$ cat config.mk
export PLATFORM = sky130hd
export DESIGN_NAME = mult_host
export DESIGN_NICKNAME = d
export VERILOG_FILES = /design/src/rtl/mult_host_pkg.sv /design/src/rtl/mult_host_op_buffer.sv /design/src/rtl/mult_host.sv
export SDC_FILE = /design/constraint.sdc
export NUM_CORES = 2
export LEC_CHECK = 0
export ABC_CLOCK_PERIOD_IN_PS = 6750
export BUFFER_PORTS_ARGS = -buffer_cell sky130_fd_sc_hd__buf_4
export CORE_ASPECT_RATIO = 0.9
export CORE_MARGIN = 2
export CORE_UTILIZATION = 26
export DETAILED_ROUTE_END_ITERATION = 12
export GPL_ROUTABILITY_DRIVEN = 1
export GPL_TIMING_DRIVEN = 0
export SETUP_SLACK_MARGIN = 0.5
export SLEW_MARGIN = 25
export SYNTH_ARGS = -nofsm -noshare
export SYNTH_HDL_FRONTEND = slang
export SYNTH_SLANG_ARGS = --single-unit
$ cat constraint.sdc
create_clock -name clk -period 6.75 [get_ports clk]
set_input_delay 0.3375 -clock clk [delete_from_list [all_inputs] [get_ports clk]]
set_output_delay 0.3375 -clock clk [all_outputs]
set_load 0.005 [all_outputs]
$ cat src/rtl/mult_host_pkg.sv
// Shared types and constants for the multiplier host controller.
package mult_host_pkg;

  localparam int unsigned LOGDEPTH_DEFAULT = 6;
  localparam int unsigned DEPTH            = 1 << LOGDEPTH_DEFAULT;

  typedef enum logic [2:0] {
    FILL      = 3'd0,
    STREAM    = 3'd1,
    WAIT_FULL = 3'd2,
    REQ       = 3'd3,
    COLLECT   = 3'd4
  } host_state_t;

  function automatic int unsigned depth_of(input int unsigned logdepth);
    return 1 << logdepth;
  endfunction

endpackage

$ cat src/rtl/mult_host_op_buffer.sv
// Operand-pair register file: one write port, one registered read port.
module op_buffer
  import mult_host_pkg::*;
#(
  parameter int unsigned ADDRW = 6,
  parameter int unsigned DATAW = 32
) (
  input  logic             clk,
  input  logic             rst,
  input  logic             wr_en,
  input  logic [ADDRW-1:0] waddr,
  input  logic [DATAW-1:0] wdata,
  input  logic             rd_en,
  input  logic [ADDRW-1:0] raddr,
  output logic [DATAW-1:0] rdata
);

  logic [DATAW-1:0] mem [depth_of(ADDRW)];

  always_ff @(posedge clk) begin
    if (wr_en) mem[waddr] <= wdata;
  end

  // Read data returns to zero when idle so it can drive the multiplier operands directly.
  always_ff @(posedge clk or posedge rst) begin
    if (rst)        rdata <= '0;
    else if (rd_en) rdata <= mem[raddr];
    else            rdata <= '0;
  end

endmodule

$ cat src/rtl/mult_host.sv
// Host controller: buffers operand pairs, streams them to the multiplier,
// then collects the read-back products and their block sum.
module mult_host
  import mult_host_pkg::*;
#(
  parameter int unsigned LOGDEPTH = LOGDEPTH_DEFAULT,
  parameter int unsigned WIDTH    = 32,
  parameter int unsigned OPW      = 16,
  parameter int unsigned TIMEOUT  = 255
) (
  input  logic                      clk,
  input  logic                      rst,
  input  logic                      op_valid,
  output logic                      op_ready,
  input  logic [OPW-1:0]            op_a,
  input  logic [OPW-1:0]            op_b,
  output logic                      EN_mult,
  output logic [OPW-1:0]            mult_input0,
  output logic [OPW-1:0]            mult_input1,
  input  logic                      RDY_mult,
  output logic                      EN_blockRead,
  input  logic                      VALID_memVal,
  input  logic [WIDTH-1:0]          memVal_data,
  output logic                      res_valid,
  output logic [WIDTH-1:0]          res_data,
  output logic [LOGDEPTH-1:0]       res_index,
  output logic                      res_last,
  output logic                      sum_valid,
  output logic [WIDTH+LOGDEPTH-1:0] block_sum,
  output logic                      err_timeout
);

  localparam int unsigned     TW       = $clog2(TIMEOUT + 1);
  localparam logic [LOGDEPTH:0] FULL   = {1'b1, {LOGDEPTH{1'b0}}};
  localparam logic [TW-1:0]   IDLE_MAX = TW'(TIMEOUT - 1);

  host_state_t         state, state_d;
  logic [LOGDEPTH:0]   cnt, cnt_d;
  logic [TW-1:0]       idle, idle_d;
  logic                wr_en, rd_en, start_d, req_d, beat, finish_d, tmo_d;
  logic [LOGDEPTH-1:0] raddr;
  logic [2*OPW-1:0]    rdata;

  assign op_ready    = !rst && (state == FILL) && (cnt < FULL);
  assign mult_input0 = rdata[OPW-1:0];
  assign mult_input1 = rdata[2*OPW-1:OPW];

  op_buffer #(.ADDRW(LOGDEPTH), .DATAW(2*OPW)) u_buf (
    .clk   (clk),
    .rst   (rst),
    .wr_en (wr_en),
    .waddr (cnt[LOGDEPTH-1:0]),
    .wdata ({op_b, op_a}),
    .rd_en (rd_en),
    .raddr (raddr),
    .rdata (rdata)
  );

  always_ff @(posedge clk or posedge rst) begin
    if (rst) begin
      state <= FILL;
      cnt   <= '0;
      idle  <= '0;
    end else begin
      state <= state_d;
      cnt   <= cnt_d;
      idle  <= idle_d;
    end
  end

  // Reads are issued one cycle ahead so pair k appears in STREAM cycle k.
  always_comb begin
    state_d  = state;
    cnt_d    = cnt;
    idle_d   = idle;
    wr_en    = 1'b0;
    rd_en    = 1'b0;
    raddr    = '0;
    start_d  = 1'b0;
    req_d    = 1'b0;
    beat     = 1'b0;
    finish_d = 1'b0;
    tmo_d    = 1'b0;
    case (state)
      FILL: begin
        if (cnt == FULL) begin
          if (RDY_mult) begin
            state_d = STREAM;
            cnt_d   = '0;
            rd_en   = 1'b1;
            start_d = 1'b1;
          end
        end else if (op_valid) begin
          wr_en = 1'b1;
          cnt_d = cnt + 1'b1;
        end
      end
      STREAM: begin
        if (&cnt[LOGDEPTH-1:0]) begin
          state_d = WAIT_FULL;
          cnt_d   = '0;
        end else begin
          rd_en = 1'b1;
          raddr = cnt[LOGDEPTH-1:0] + LOGDEPTH'(1);
          cnt_d = cnt + 1'b1;
        end
      end
      WAIT_FULL: begin
        if (!RDY_mult) begin
          state_d = REQ;
          req_d   = 1'b1;
        end
      end
      REQ: begin
        state_d = COLLECT;
        cnt_d   = '0;
        idle_d  = '0;
      end
      COLLECT: begin
        if (cnt == FULL) begin
          finish_d = 1'b1;
          state_d  = FILL;
          cnt_d    = '0;
        end else if (VALID_memVal) begin
          beat   = 1'b1;
          cnt_d  = cnt + 1'b1;
          idle_d = '0;
        end else if (idle == IDLE_MAX) begin
          tmo_d    = 1'b1;
          finish_d = 1'b1;
          state_d  = FILL;
          cnt_d    = '0;
        end else begin
          idle_d = idle + 1'b1;
        end
      end
      default: begin
        state_d = FILL;
        cnt_d   = '0;
      end
    endcase
  end

  always_ff @(posedge clk or posedge rst) begin
    if (rst) begin
      EN_mult      <= 1'b0;
      EN_blockRead <= 1'b0;
      res_valid    <= 1'b0;
      res_data     <= '0;
      res_index    <= '0;
      res_last     <= 1'b0;
      sum_valid    <= 1'b0;
      block_sum    <= '0;
      err_timeout  <= 1'b0;
    end else begin
      EN_mult      <= start_d;
      EN_blockRead <= req_d;
      res_valid    <= beat;
      res_last     <= beat && (&cnt[LOGDEPTH-1:0]);
      sum_valid    <= finish_d;
      if (beat) begin
        res_data  <= memVal_data;
        res_index <= cnt[LOGDEPTH-1:0];
      end
      if (state == REQ)
        block_sum <= '0;
      else if (beat)
        block_sum <= block_sum + {{LOGDEPTH{1'b0}}, memVal_data};
      if (tmo_d) err_timeout <= 1'b1;
    end
  end

endmodule

==> out/metrics.yaml <==
die:
  die_w_um: 617
  die_y_um: 556
  die-area_um2: 343000
  initial_utilization_pct: 26.1
  rows: 202
  pin_count: 184
  core_um2: 337000
clocking:
  cts_tree: "done"
  path_clk_slew_ns: 0.06
  cts.sinks: 2180
  clock_latency_ns: 0.90
  numCtsBuffers: 217
  clockBufferDepth: 4
  h-tree-depth: 4
  cts_root_buf: "clkbuf_16"
critical_path:
  cp_slowest_cell: "a221oi_1"
  crit_top_cell: "clkbuf_1"
  critPathKind: "register to register"
  cp_data_arrival_time_ns: 6.70
  end_kind: "register"
  r2r_end: "u_buf.rdata[12]$_DFF_PP0_"
  cp-start-kind: "register"
  crit_required_ns: 7.34
  r2r_start: "cnt[0]$_DFFE_PP0P_"
  r2r_setup_slack_ns: 0.64
  path_cells: "clkbuf_1, inv_2, ha_1, inv_1, nor2_1, buf_2, clkbuf_1, clkbuf_1, a211oi_1, a221oi_1, o221ai_1"
  rr_worst_depth: 11
  cpPeakStageDelay_ns: 1.01
  critPathMaxFanout: 10
grt:
  grt_usage_pct: 16.0
  grt_pass1_wl_um: 396000
  antenna_found_initial: 44
  grt_pass1_vias: 52536
  grt_overflow_total: 0
  grt_max_degree: 89
drt:
  drtAntennaViolNets: 0
  drt_pass1_iterations: 9
  drc_errors: 0
  vias: 55640
  detail_route.vias_per_cell: 5.11
  routedWlPerCell_um: 26.2
  drt_iter0_markers: 8246
  wl_um: 286000
synthesis:
  synth-edff-count: 2048
  syn_avg_cell_area_um2: 15.5
  synth_cell_types: 73
  syn_inst: 5690
  synth-main-ff-cell: "edfxtp_1"
  yosysSeqAreaShare_pct: 73.7
  ys_ff_latch: 2180
  yosys_warnings: 0
  netlist_area_um2: 87900
  synth.net_count: 5796
  async_flop_share_pct: 6.06
sta:
  finalSetupViolations: 0
  rsz0062_at_grt: "no"
  hold_violations: 0
  period_minus_slack_ns: 6.11
  relSlewSlack_pct: 17.7
  maxSlewViolCount: 0
  worstMarginPinSlew_ns: 1.24
  period_share_pct: 90.5
  clock_skew_ns: 0.108
  whs_ns: 0.0181
  max_freq_mhz: 164
run:
  maxCapViolCount: 0
power:
  combPwrFrac_pct: 38.1
  clockPowerShare_pct: 27.8
  leakagePower_nw: 35.1
  seqPwrFrac_pct: 34.1
  powerDensity_nw_per_um2: 421
  peakVddDrop_mv: 0.267
  swShare_pct: 38.6
  intPower_mw: 27.1
  total_power_mw: 44.2
  p_sw_mw: 17.1
placement:
  dp_hpwl_um: 194000
  port-buffer-count: 183
  gp_congestion: 0.938
worst_hold_path:
  hold_depth: 1
  hp-start: "op_a[11]"
  hold_path_end: "u_buf.mem[50][11]$_DFFE_PP_"
  min_path_type: "input pin to register"
outcome:
  status: "finished, final reports clean"
finish:
  area_growth_pct: 19.4
  nets: 6328
  multi_input_area_um2: 21600
  layout-drive-gt1-share_pct: 14.5
  fillers: 32755
  seq_area_um2: 64800
-- Yosys cell counts, drive strengths merged (50+ instances only) --
| cell | count | area [um^2] |
|---|---|---|
| edfxtp | 2048 | 61500 |
| nand2 | 720 | 2700 |
| mux2i | 509 | 5090 |
| nand3 | 415 | 2080 |
| a211oi | 291 | 2180 |
| clkbuf | 210 | 790 |
| buf | 191 | 1150 |
| dfrtp | 132 | 3300 |
| and3 | 129 | 807 |
| a211o | 127 | 1110 |
| o22ai | 125 | 782 |
| nor2 | 106 | 403 |
| a21oi | 100 | 500 |
| o221ai | 99 | 867 |
| o21ai | 93 | 469 |
| mux4 | 62 | 1400 |
| a21o | 50 | 375 |
-- area by class of cell --
cell class / instances / area share [%]
well taps: 4488 / 5.35
plain buffers: 401 / 1.86
inverters: 16 / 0.0644
repair buffers: 313 / 3.57
flip-flops and latches: 2180 / 61.7
multi-input cells: 3093 / 20.6
clock inverters: 121 / 1.30
clock buffers: 270 / 5.47
diodes: 11 / 0.0262
-- power by group through the flow --
stage / registers (mW) / clock network (mW) / logic (mW)
CTS: 15.1 / 12.4 / 16.4
detailed placement: 15.4 / 0 / 16.3
floorplan: 15.3 / 0 / 9.22
global placement: 15.4 / 0 / 16.1
finish: 15.1 / 12.3 / 16.8
global route: 15.1 / 12.9 / 17.4
-- timing repair --
item                       in CTS  in global routing
resized for setup               0                  0
hold endpoints to repair      174                  0
buffers inserted                0                  0
setup endpoints to repair       0                  0
hold buffers                   38                  0
-- kinds of logic after synthesis --
group           count (synthesis)  synth area share (%)
flops                        2180                  73.7
simple gates                 1442                  7.39
compound gates               1007                  8.36
mux                           572                  7.39
buf+inv                       417                  2.28
fa+ha+maj                      37                 0.535
xor+xnor                       35                 0.357
-- worst max path at each step --
| stage | start | to | slack (ns) | cells after the start |
|---|---|---|---|---|
| detailed placement | cnt[1]$_DFFE_PP0P_ | u_buf.rdata[18]$_DFF_PP0_ | 0.94 | 12 |
| floorplan | rst | EN_blockRead$_DFF_PP0_ | 2.89 | 1 |
| global route | cnt[1]$_DFFE_PP0P_ | u_buf.rdata[22]$_DFF_PP0_ | 0.85 | 12 |
| finish | cnt[0]$_DFFE_PP0P_ | u_buf.rdata[12]$_DFF_PP0_ | 0.64 | 11 |
| CTS | cnt[1]$_DFFE_PP0P_ | u_buf.rdata[18]$_DFF_PP0_ | 0.93 | 12 |
| global placement | cnt[0]$_DFFE_PP0P_ | u_buf.mem[15][29]$_DFFE_PP_ | -0.31 | 10 |
-- metal layers --
layer	vias to the layer above	share of wire (%)	track usage, %
li1	23466	-	-
met1	28326	40	21.4
met2	3228	45	25.0
met3	596	11	3.67
met4	24	4.5	6.58
met5	-	0.13	0
-- sequential cells by signal, indices dropped and copies added (netlist names), 3 cells and up --
register	cells
block_sum	38
cnt	7
idle	8
res_data	32
res_index	6
state	3
u_buf.mem	2048
u_buf.rdata	32
-- cells in the final DEF (no fill, tap or decap), drive strengths merged, types with 37 or more instances in the layout --
master,netlist,routed
edfxtp,2048,2048
clkbuf,210,482
a211o,127,127
a221oi,37,37
nand2,720,720
a21o,50,50
nor2,106,106
o22ai,125,125
o221ai,99,99
o21ai,93,93
and3,129,129
mux4,62,62
a211oi,291,291
dfrtp,132,132
mux2i,509,509
buf,191,464
nand3,415,415
dlygate4sd3,0,38
clkinv,0,79
a21oi,100,100
-- worst max-delay path, delay by kind of cell (launching register included) --
family | cells | cell delay, ns
adder cells (fa/ha/maj) | 1 | 0.48
AND/OR/NAND/NOR | 1 | 0.16
buffers and inverters | 6 | 2.99
AO/OA/AOI/OAI | 3 | 1.70
flip-flops | 1 | 0.45
-- stage by stage --
| stage | cells | setup slack (ns) | TNS, ns | utilization, % | instance area [um^2] |
|---|---|---|---|---|---|
| final | 10893 | 0.639 | 0 | 31.2 | 105000 |
| after global placement | 10361 | -0.314 | -121.96 | 28.2 | 94900 |
| after floorplan | 5690 | 2.89 | 0 | - | 87900 |
| after detailed placement | 10451 | 0.942 | 0 | 28.9 | 97400 |
| after CTS | 10880 | 0.933 | 0 | 31.2 | 105000 |
| after global routing | 10885 | 0.850 | 0 | 31.2 | 105000 |
No activity file was read; power rests on OpenSTA's default activity.
